File: config.mk
export PLATFORM = sky130hd
export DESIGN_NAME = regfile_fwd
export DESIGN_NICKNAME = d
export VERILOG_FILES = /design/src/rtl/regfile_fwd_pkg.sv /design/src/rtl/regfile_fwd_fwd_mux.sv /design/src/rtl/regfile_fwd.sv
export SDC_FILE = /design/constraint.sdc
export NUM_CORES = 2
export LEC_CHECK = 0
export ABC_CLOCK_PERIOD_IN_PS = 3100
export CAP_MARGIN = 0
export CORE_UTILIZATION = 60
export DETAILED_ROUTE_END_ITERATION = 7
export PLACE_DENSITY = 0.87
export SLEW_MARGIN = 15
export SYNTH_ARGS = -nofsm -noshare
export SYNTH_HDL_FRONTEND = slang
export SYNTH_SLANG_ARGS = --single-unit
File: constraint.sdc
create_clock -name clk -period 3.1 [get_ports clk]
set_input_delay 0.62 -clock clk [delete_from_list [all_inputs] [get_ports clk]]
set_output_delay 0.62 -clock clk [all_outputs]
set_load 0.05 [all_outputs]
File: src/rtl/regfile_fwd_pkg.sv
// Shared pipeline definitions for the ID-stage register file and forwarding unit.
// Latency: n/a (types, constants and a helper only).
// Backpressure: n/a.
//
// Contents: index/data widths, register count, the hard-wired zero register,
// the RUN/HALTED state encoding and a destination-match helper.
package regfile_fwd_pkg;

  localparam int REG_IDX_W = 5;
  localparam int DATA_W    = 32;
  localparam int NUM_REGS  = 32;

  localparam logic [REG_IDX_W-1:0] ZERO_REG = '0;

  typedef enum logic {
    ST_RUN    = 1'b0,
    ST_HALTED = 1'b1
  } state_t;

  // A destination of r0 never produces a usable value, so it never matches.
  function automatic logic dest_match(input logic [REG_IDX_W-1:0] dest,
                                      input logic [REG_IDX_W-1:0] idx);
    return (dest != ZERO_REG) && (dest == idx);
  endfunction

endpackage

File: src/rtl/regfile_fwd_fwd_mux.sv
// Per-port operand select: EX, then MEM, then WB bypass, then the register array.
// Latency: combinational, zero cycles.
// Backpressure: none; the selection is purely combinational.
//
// Ports:
//   idx                         source register index of this port
//   ex_fwd/ex_desreg/ex_result  EX-stage bypass (ex_fwd excludes loads)
//   mem_regwrite/mem_desreg/mem_result  MEM-stage bypass
//   wb_regwrite/wb_desreg/wb_data       WB-stage write-first bypass
//   rf_data                     register array read value for idx
//   data                        selected operand
//   hit                         operand came from EX, MEM or WB
module fwd_mux
  import regfile_fwd_pkg::*;
(
  input  logic [REG_IDX_W-1:0] idx,
  input  logic                 ex_fwd,
  input  logic [REG_IDX_W-1:0] ex_desreg,
  input  logic [DATA_W-1:0]    ex_result,
  input  logic                 mem_regwrite,
  input  logic [REG_IDX_W-1:0] mem_desreg,
  input  logic [DATA_W-1:0]    mem_result,
  input  logic                 wb_regwrite,
  input  logic [REG_IDX_W-1:0] wb_desreg,
  input  logic [DATA_W-1:0]    wb_data,
  input  logic [DATA_W-1:0]    rf_data,
  output logic [DATA_W-1:0]    data,
  output logic                 hit
);

  always_comb begin
    data = rf_data;
    hit  = 1'b0;
    if (idx == ZERO_REG) begin
      data = '0;
    end else if (ex_fwd && dest_match(ex_desreg, idx)) begin
      data = ex_result;
      hit  = 1'b1;
    end else if (mem_regwrite && dest_match(mem_desreg, idx)) begin
      data = mem_result;
      hit  = 1'b1;
    end else if (wb_regwrite && dest_match(wb_desreg, idx)) begin
      data = wb_data;
      hit  = 1'b1;
    end
  end

endmodule

File: src/rtl/regfile_fwd.sv
// ID-stage 32x32 register file with EX/MEM/WB operand bypass, load-use detection and sticky halt.
// Latency: reads/forwarding combinational (0 cycles); writes and halt take effect at posedge clk.
// Backpressure: stall holds PC and IF/ID, flush_idex bubbles ID/EX on a load-use; HALTED holds stall high.
//
// Ports: clk, rst (sync, active-high); rs/rt + rs_used/rt_used from decode;
// ex_*, mem_*, wb_* stage destinations, enables and values; wb_halt;
// outputs rdata_a/rdata_b, stall, flush_idex, halted, stall_cnt, fwd_cnt.
// Optional macro FWD_STATS_EN enables the stall/forwarding counters;
// without it both counters are tied to zero.
module regfile_fwd
  import regfile_fwd_pkg::*;
(
  input  logic                 clk,
  input  logic                 rst,
  input  logic [REG_IDX_W-1:0] rs,
  input  logic [REG_IDX_W-1:0] rt,
  input  logic                 rs_used,
  input  logic                 rt_used,
  input  logic [REG_IDX_W-1:0] ex_desreg,
  input  logic                 ex_regwrite,
  input  logic                 ex_memtoreg,
  input  logic [DATA_W-1:0]    ex_result,
  input  logic [REG_IDX_W-1:0] mem_desreg,
  input  logic                 mem_regwrite,
  input  logic [DATA_W-1:0]    mem_result,
  input  logic [REG_IDX_W-1:0] wb_desreg,
  input  logic                 wb_regwrite,
  input  logic [DATA_W-1:0]    wb_data,
  input  logic                 wb_halt,
  output logic [DATA_W-1:0]    rdata_a,
  output logic [DATA_W-1:0]    rdata_b,
  output logic                 stall,
  output logic                 flush_idex,
  output logic                 halted,
  output logic [31:0]          stall_cnt,
  output logic [31:0]          fwd_cnt
);

  state_t              state;
  logic [DATA_W-1:0]   regs [NUM_REGS];
  logic                ex_fwd;
  logic                load_use;
  logic                hit_a;
  logic                hit_b;

  // A load in EX has no value yet, so it is excluded from EX forwarding and
  // instead triggers the load-use stall.
  assign ex_fwd = ex_regwrite && !ex_memtoreg;

  assign load_use = ex_regwrite && ex_memtoreg &&
                    ((rs_used && dest_match(ex_desreg, rs)) ||
                     (rt_used && dest_match(ex_desreg, rt)));

  assign stall      = (state == ST_HALTED) ? 1'b1 : load_use;
  assign flush_idex = (state == ST_RUN) && load_use;

  // Register array. r0 is never written, and the mux forces it to zero anyway.
  always_ff @(posedge clk) begin
    if (rst) begin
      for (int i = 0; i < NUM_REGS; i++) begin
        regs[i] <= '0;
      end
    end else if (state == ST_RUN && wb_regwrite && wb_desreg != ZERO_REG) begin
      regs[wb_desreg] <= wb_data;
    end
  end

  // Run/halt control. The write accompanying wb_halt still lands because the
  // array write above sees state==RUN on that same edge.
  always_ff @(posedge clk) begin
    if (rst) begin
      state  <= ST_RUN;
      halted <= 1'b0;
    end else begin
      case (state)
        ST_RUN: begin
          if (wb_halt) begin
            state  <= ST_HALTED;
            halted <= 1'b1;
          end
        end
        ST_HALTED: begin
          state  <= ST_HALTED;
          halted <= 1'b1;
        end
        default: begin
          state  <= ST_RUN;
          halted <= 1'b0;
        end
      endcase
    end
  end

  fwd_mux u_fwd_a (
    .idx          (rs),
    .ex_fwd       (ex_fwd),
    .ex_desreg    (ex_desreg),
    .ex_result    (ex_result),
    .mem_regwrite (mem_regwrite),
    .mem_desreg   (mem_desreg),
    .mem_result   (mem_result),
    .wb_regwrite  (wb_regwrite),
    .wb_desreg    (wb_desreg),
    .wb_data      (wb_data),
    .rf_data      (regs[rs]),
    .data         (rdata_a),
    .hit          (hit_a)
  );

  fwd_mux u_fwd_b (
    .idx          (rt),
    .ex_fwd       (ex_fwd),
    .ex_desreg    (ex_desreg),
    .ex_result    (ex_result),
    .mem_regwrite (mem_regwrite),
    .mem_desreg   (mem_desreg),
    .mem_result   (mem_result),
    .wb_regwrite  (wb_regwrite),
    .wb_desreg    (wb_desreg),
    .wb_data      (wb_data),
    .rf_data      (regs[rt]),
    .data         (rdata_b),
    .hit          (hit_b)
  );

`ifdef FWD_STATS_EN
  // Only operands the instruction actually reads count as forwarded.
  logic fwd_any;
  assign fwd_any = (rs_used && hit_a) || (rt_used && hit_b);

  always_ff @(posedge clk) begin
    if (rst) begin
      stall_cnt <= '0;
      fwd_cnt   <= '0;
    end else if (state == ST_RUN) begin
      if (load_use) stall_cnt <= stall_cnt + 32'd1;
      if (fwd_any)  fwd_cnt   <= fwd_cnt + 32'd1;
    end
  end
`else
  logic unused_hits;
  assign unused_hits = hit_a ^ hit_b;
  assign stall_cnt   = '0;
  assign fwd_cnt     = '0;
`endif

endmodule

==> results of run 1 <==
-- cell usage after synthesis, types with 3 or more instances --
library cell	count
a21oi_1	36
a221oi_1	13
a22oi_1	6
a311oi_1	22
and2_1	994
buf_1	13
buf_2	76
buf_4	77
buf_6	33
clkbuf_1	285
edfxtp_1	1024
inv_1	6
mux2_2	54
mux2i_1	133
mux4_2	506
nand2_1	121
nand2_2	3
nand2b_1	5
nand3_1	3
nand3b_1	6
nand4_1	6
nor2_1	133
nor2b_1	33
nor4_1	3
nor4b_1	29
o211ai_1	3
o21ai_0	98
o21ai_1	62
o221ai_1	72
o22ai_1	36
or2_2	35
or3_1	3
xnor2_1	29
-- cell families after synthesis --
kind of cell	count (synthesis)	synth area share
AND/OR/NAND/NOR	1390	0.142
flip-flops	1026	0.536
multiplexers	693	0.232
buffers and inverters	492	0.0432
AO/OA/AOI/OAI	360	0.0409
XOR/XNOR	30	0.00458
other	1	0.0000653
-- routing by layer --
metal | GRT overflow | GRT usage
met5 | 0 | 0.660
met3 | 0 | 0.776
met4 | 23 | 0.788
met2 | 23 | 0.906
met1 | 0 | 0.769
-- through the flow --
step / TNS [ns] / utilization / instances
after floorplan: -0.455 / - / 4087
after global placement: -43.51 / 0.691 / 5556
after detailed placement: -45.65 / 0.691 / 5556
after CTS: -17.52 / 0.772 / 5854
-- repair_timing --
| item | in CTS |
|---|---|
| gates cloned | 36 |
| setup endpoints to repair | 65 |
| pin swaps | 129 |
| setup buffers | 86 |
| resized for setup | 590 |
==> results.toml, run 1 <==
[cts]
cts_made_buffers = 104
cts_root_buf = "clkbuf_16"
cts_hold_buf = 0
h-tree-depth = 3
clock-sinks = 1026
clockBufferDepth = 3

[die]
die_x_um = 311
start_util = 0.605
row_count = 113
die_h_um = 311
ios = 261

[logic_synthesis]
yosysUniqueCellTypes = 58
synth-edff-count = 1024
ys_async_sr_fraction = 0
synth_top_area_frac = 0.536
synth_area_sq_um = 57400
yosysTopAreaCell = "edfxtp_1"
yosys_register_bits = 1026
synth_top_flop_cell = "edfxtp_1"
yosys-top-cells-area = "edfxtp_1 54%, mux4_2 20%, and2_1 11%"
avgSynthCellArea_sq_um = 14.4
yosys_warnings = 0
synthCells = 3992
yosysSeqAreaShare = 0.536

[place]
hpwl_mm = 138
place.gp.congestion = 1.02
placed_area_sq_um = 65600
dp_slack_ns = -0.920
port_buffers = 196

[outcome]
lastStage = "5_1_grt"
outcome = "stopped before the end"
tool.error = "[ERROR GRT-0232] Routing congestion too high. Check the congestion heatmap in the GUI."

[grt]
antenna_found_initial = 62
track_usage = 0.810
grt_max_degree = 66
gr-total-overflow = 46

[timing]
worst-ep-kind = "primary output"
grt_repair_worst_endpoint = "rdata_a[29]"
==> run 2, diff against run 1 <==
- CORE_UTILIZATION: 60 -> 40
- PLACE_DENSITY: 0.87 -> not set
- PLACE_DENSITY_LB_ADDON: not set -> 0.15
==> run 2 against run 1 <==
Against the previous run: the flow now finishes, with violations (negative setup slack); synthesized cell count stayed put; area after synthesis stayed put.
==> results.toml, run 2 <==
[outcome]
outcome = "complete, but fails checks"
violations = "negative setup slack"

[place]
hpwl_mm = 150
place.gp.congestion = 0.910
port_buffers = 196
place_inst = 6254

[cts]
cts_root_buf = "clkbuf_16"
clkTransAtPathRegs_ns = 0.07
clockBufferDepth = 3
cts_hold_buf = 0
clock-sinks = 1026
clkLatencyLatePin_ns = 0.76
cts_made_buffers = 112
h-tree-depth = 3
cts_tree = "yes"

[power_and_ir_drop]
total_leakage_power_nw = 27.4
powerDensity_nw_per_um2 = 497
internal_power_mw = 27.0
switchingPower_mw = 10.2
power.share.sequential = 0.434
power_frac_comb = 0.192
vdd_drop_max_v = 0.000446
swShare = 0.274
power.clock.fraction = 0.374

[logic_synthesis]
yosys_warnings = 0
synth_area_sq_um = 57400
yosys_register_bits = 1026
synthCells = 3992
synth_common_cells = "1,024 x edfxtp_1, 994 x and2_1, 506 x mux4_2"
synth_top_flop_cell = "edfxtp_1"
yosys-top-cells-area = "edfxtp_1 54%, mux4_2 20%, and2_1 11%"
ys_async_sr_fraction = 0
yosysTopAreaCell = "edfxtp_1"
yosysMostFrequentCell = "edfxtp_1"
synth-edff-count = 1024
yosysUniqueCellTypes = 58
yosysSeqAreaShare = 0.536
avgSynthCellArea_sq_um = 14.4
synth_top_area_frac = 0.536

[setup_path]
cp_max_fo = 2
reg2reg_depth = 6
critPathArrivalTime_ns = 3.17
start_kind = "flop"
reg2reg_slack_ns = 0.70
rr_endpoint = "regs[23][19]"
worstPathCellList = "mux4_2, mux4_2, nor2b_4, a2111oi_4, buf_4, o22ai_2, buf_12"
endpoint_kind = "primary output"
slowest_stage = "mux4_2"
path_class = "reg2out"
timing.rr.start = "state"
path_common_cell = "mux4_2"
cp.required_ns = 2.48
slowest_delay_ns = 0.52

[die]
row_count = 138
ios = 261
die_x_um = 381
core-area_sq_um = 142000
design.die.area_sq_um = 145000
start_util = 0.404
die_h_um = 381

[timing]
setup_violations = 64
period_minus_slack_ns = 3.79
max_freq_ghz = 0.264
max_slew_margin = 0.454
timing.final.hold_violations = 0
worst_slew_pin_slew_ns = 0.818
finalWorstSetupSlack_ns = -0.686
post-route-period-util = 1.22
skew_ns = 0.0426
hold_ws_ns = 0.431
slew_violations = 0
rsz0062_at_grt = "true"

[grt]
gr-total-overflow = 0
grt_max_degree = 66
antenna_found_initial = 28
track_usage = 0.321
grt_pass1_wl_mm = 324
grt_pass1_vias = 40154

[min_path]
hold_depth = 3
hold_end = "state"
hold_start = "rst"
hold_path.class = "in2reg"

[cells_and_area]
mostFrequentLayoutCell = "edfxtp_1"
largest_reg_flops = 1024
regArea_sq_um = 30800
area_growth_pct = 30.4
multi_input_area_sq_um = 27300
top_register = "regs"
layout_common_cells = "1,024 x edfxtp_1, 993 x and2_1, 506 x mux4_2"
final.fill_count = 11568
final_cells = 6575
final_layout_size_suffix_gt1_frac = 0.401
reg_top3 = "regs: 1024 flops, halted: 1 flops, state: 1 flops"
nets = 4710

[route]
via_per_inst = 6.20
drc = 0
ant_nets = 0
drtPass1Iterations = 6
drt_iter0_markers = 5676
vias = 40775
wire_per_inst_um = 36.0
routed_wl_mm = 237

[run]
maxCapViolations = 0
-- run 2: worst max path at each step --
stage	to	depth (start not counted)	slack, ns	start
floorplan	rdata_b[30]	9	-0.10	rt[3]
global placement	rdata_a[6]	8	-1.14	ex_desreg[4]
detailed placement	rdata_a[29]	10	-0.97	mem_desreg[1]
CTS	rdata_a[29]	7	-0.66	regs[23][29]
global route	rdata_a[29]	7	-0.74	regs[23][29]
finish	rdata_a[29]	7	-0.69	regs[23][29]
-- run 2: metal layers --
| metal | vias up | global-route usage | part of all wire | wire length [um] |
|---|---|---|---|---|
| met1 | 21136 | 0.412 | 0.36 | 86200 |
| met3 | 619 | 0.0579 | 0.10 | 23700 |
| met4 | 0 | 0.145 | 0.054 | 12900 |
| met5 | - | 0 | 0 | 0 |
| li1 | 16319 | - | - | - |
| met2 | 2701 | 0.530 | 0.48 | 114000 |
-- run 2: critical path, delay by kind of cell, from the launching register on --
kind / cells / cell delay [ns]
compound gates: 2 / 0.44
simple gates: 1 / 0.16
mux: 2 / 1.03
buf+inv: 2 / 0.38
flops: 1 / 0.39
-- run 2: cell families after synthesis --
kind of cell              Yosys count  share of synthesized area
AOI/OAI and AO/OA                 360                     0.0409
xor gates and xnor gates           30                    0.00458
buffers and inverters             492                     0.0432
DFF                              1026                      0.536
muxes                             693                      0.232
other                               1                  0.0000653
and+or+nand+nor                  1390                      0.142
-- run 2: metrics by stage --
stage / instance area, sq um / utilization / power, mW / worst slack, ns / TNS, ns
2_1_floorplan: 58800 / - / 19.8 / -0.100 / -0.455
3_3_place_gp: 67600 / 0.476 / 22.9 / -1.14 / -52.96
3_5_place_dp: 67600 / 0.476 / 22.9 / -0.972 / -47.32
4_1_cts: 73900 / 0.520 / 37.0 / -0.657 / -21.18
5_1_grt: 74800 / 0.527 / 37.9 / -0.738 / -24.15
6_report: 74800 / 0.527 / 37.2 / -0.686 / -20.21
-- run 2: timing repair --
action	CTS	global route
gates resized for setup	391	140
pin swaps	105	80
buffers inserted	64	37
cloned	18	6
setup endpoints to repair	66	65
-- run 2: cell type report --
class                      count  area share
clock buffer                 135      0.0386
inverter                       8    0.000468
multi-input combinational   2569       0.365
timing repair buffer         863       0.142
clock inverter                72      0.0109
antenna                       12    0.000401
tap                         1890      0.0316
sequential                  1026       0.412
-- run 2: power groups by stage --
| stage | Clock, mW | Sequential (mW) | Combinational, mW |
|---|---|---|---|
| 2_1_floorplan | 0 | 16.3 | 3.53 |
| 3_3_place_gp | 0 | 16.4 | 6.49 |
| 3_5_place_dp | 0 | 16.4 | 6.49 |
| 4_1_cts | 14.0 | 16.1 | 6.93 |
| 5_1_grt | 14.4 | 16.2 | 7.32 |
| 6_report | 13.9 | 16.1 | 7.14 |
Note: power is estimated with default switching activity, not from simulation.
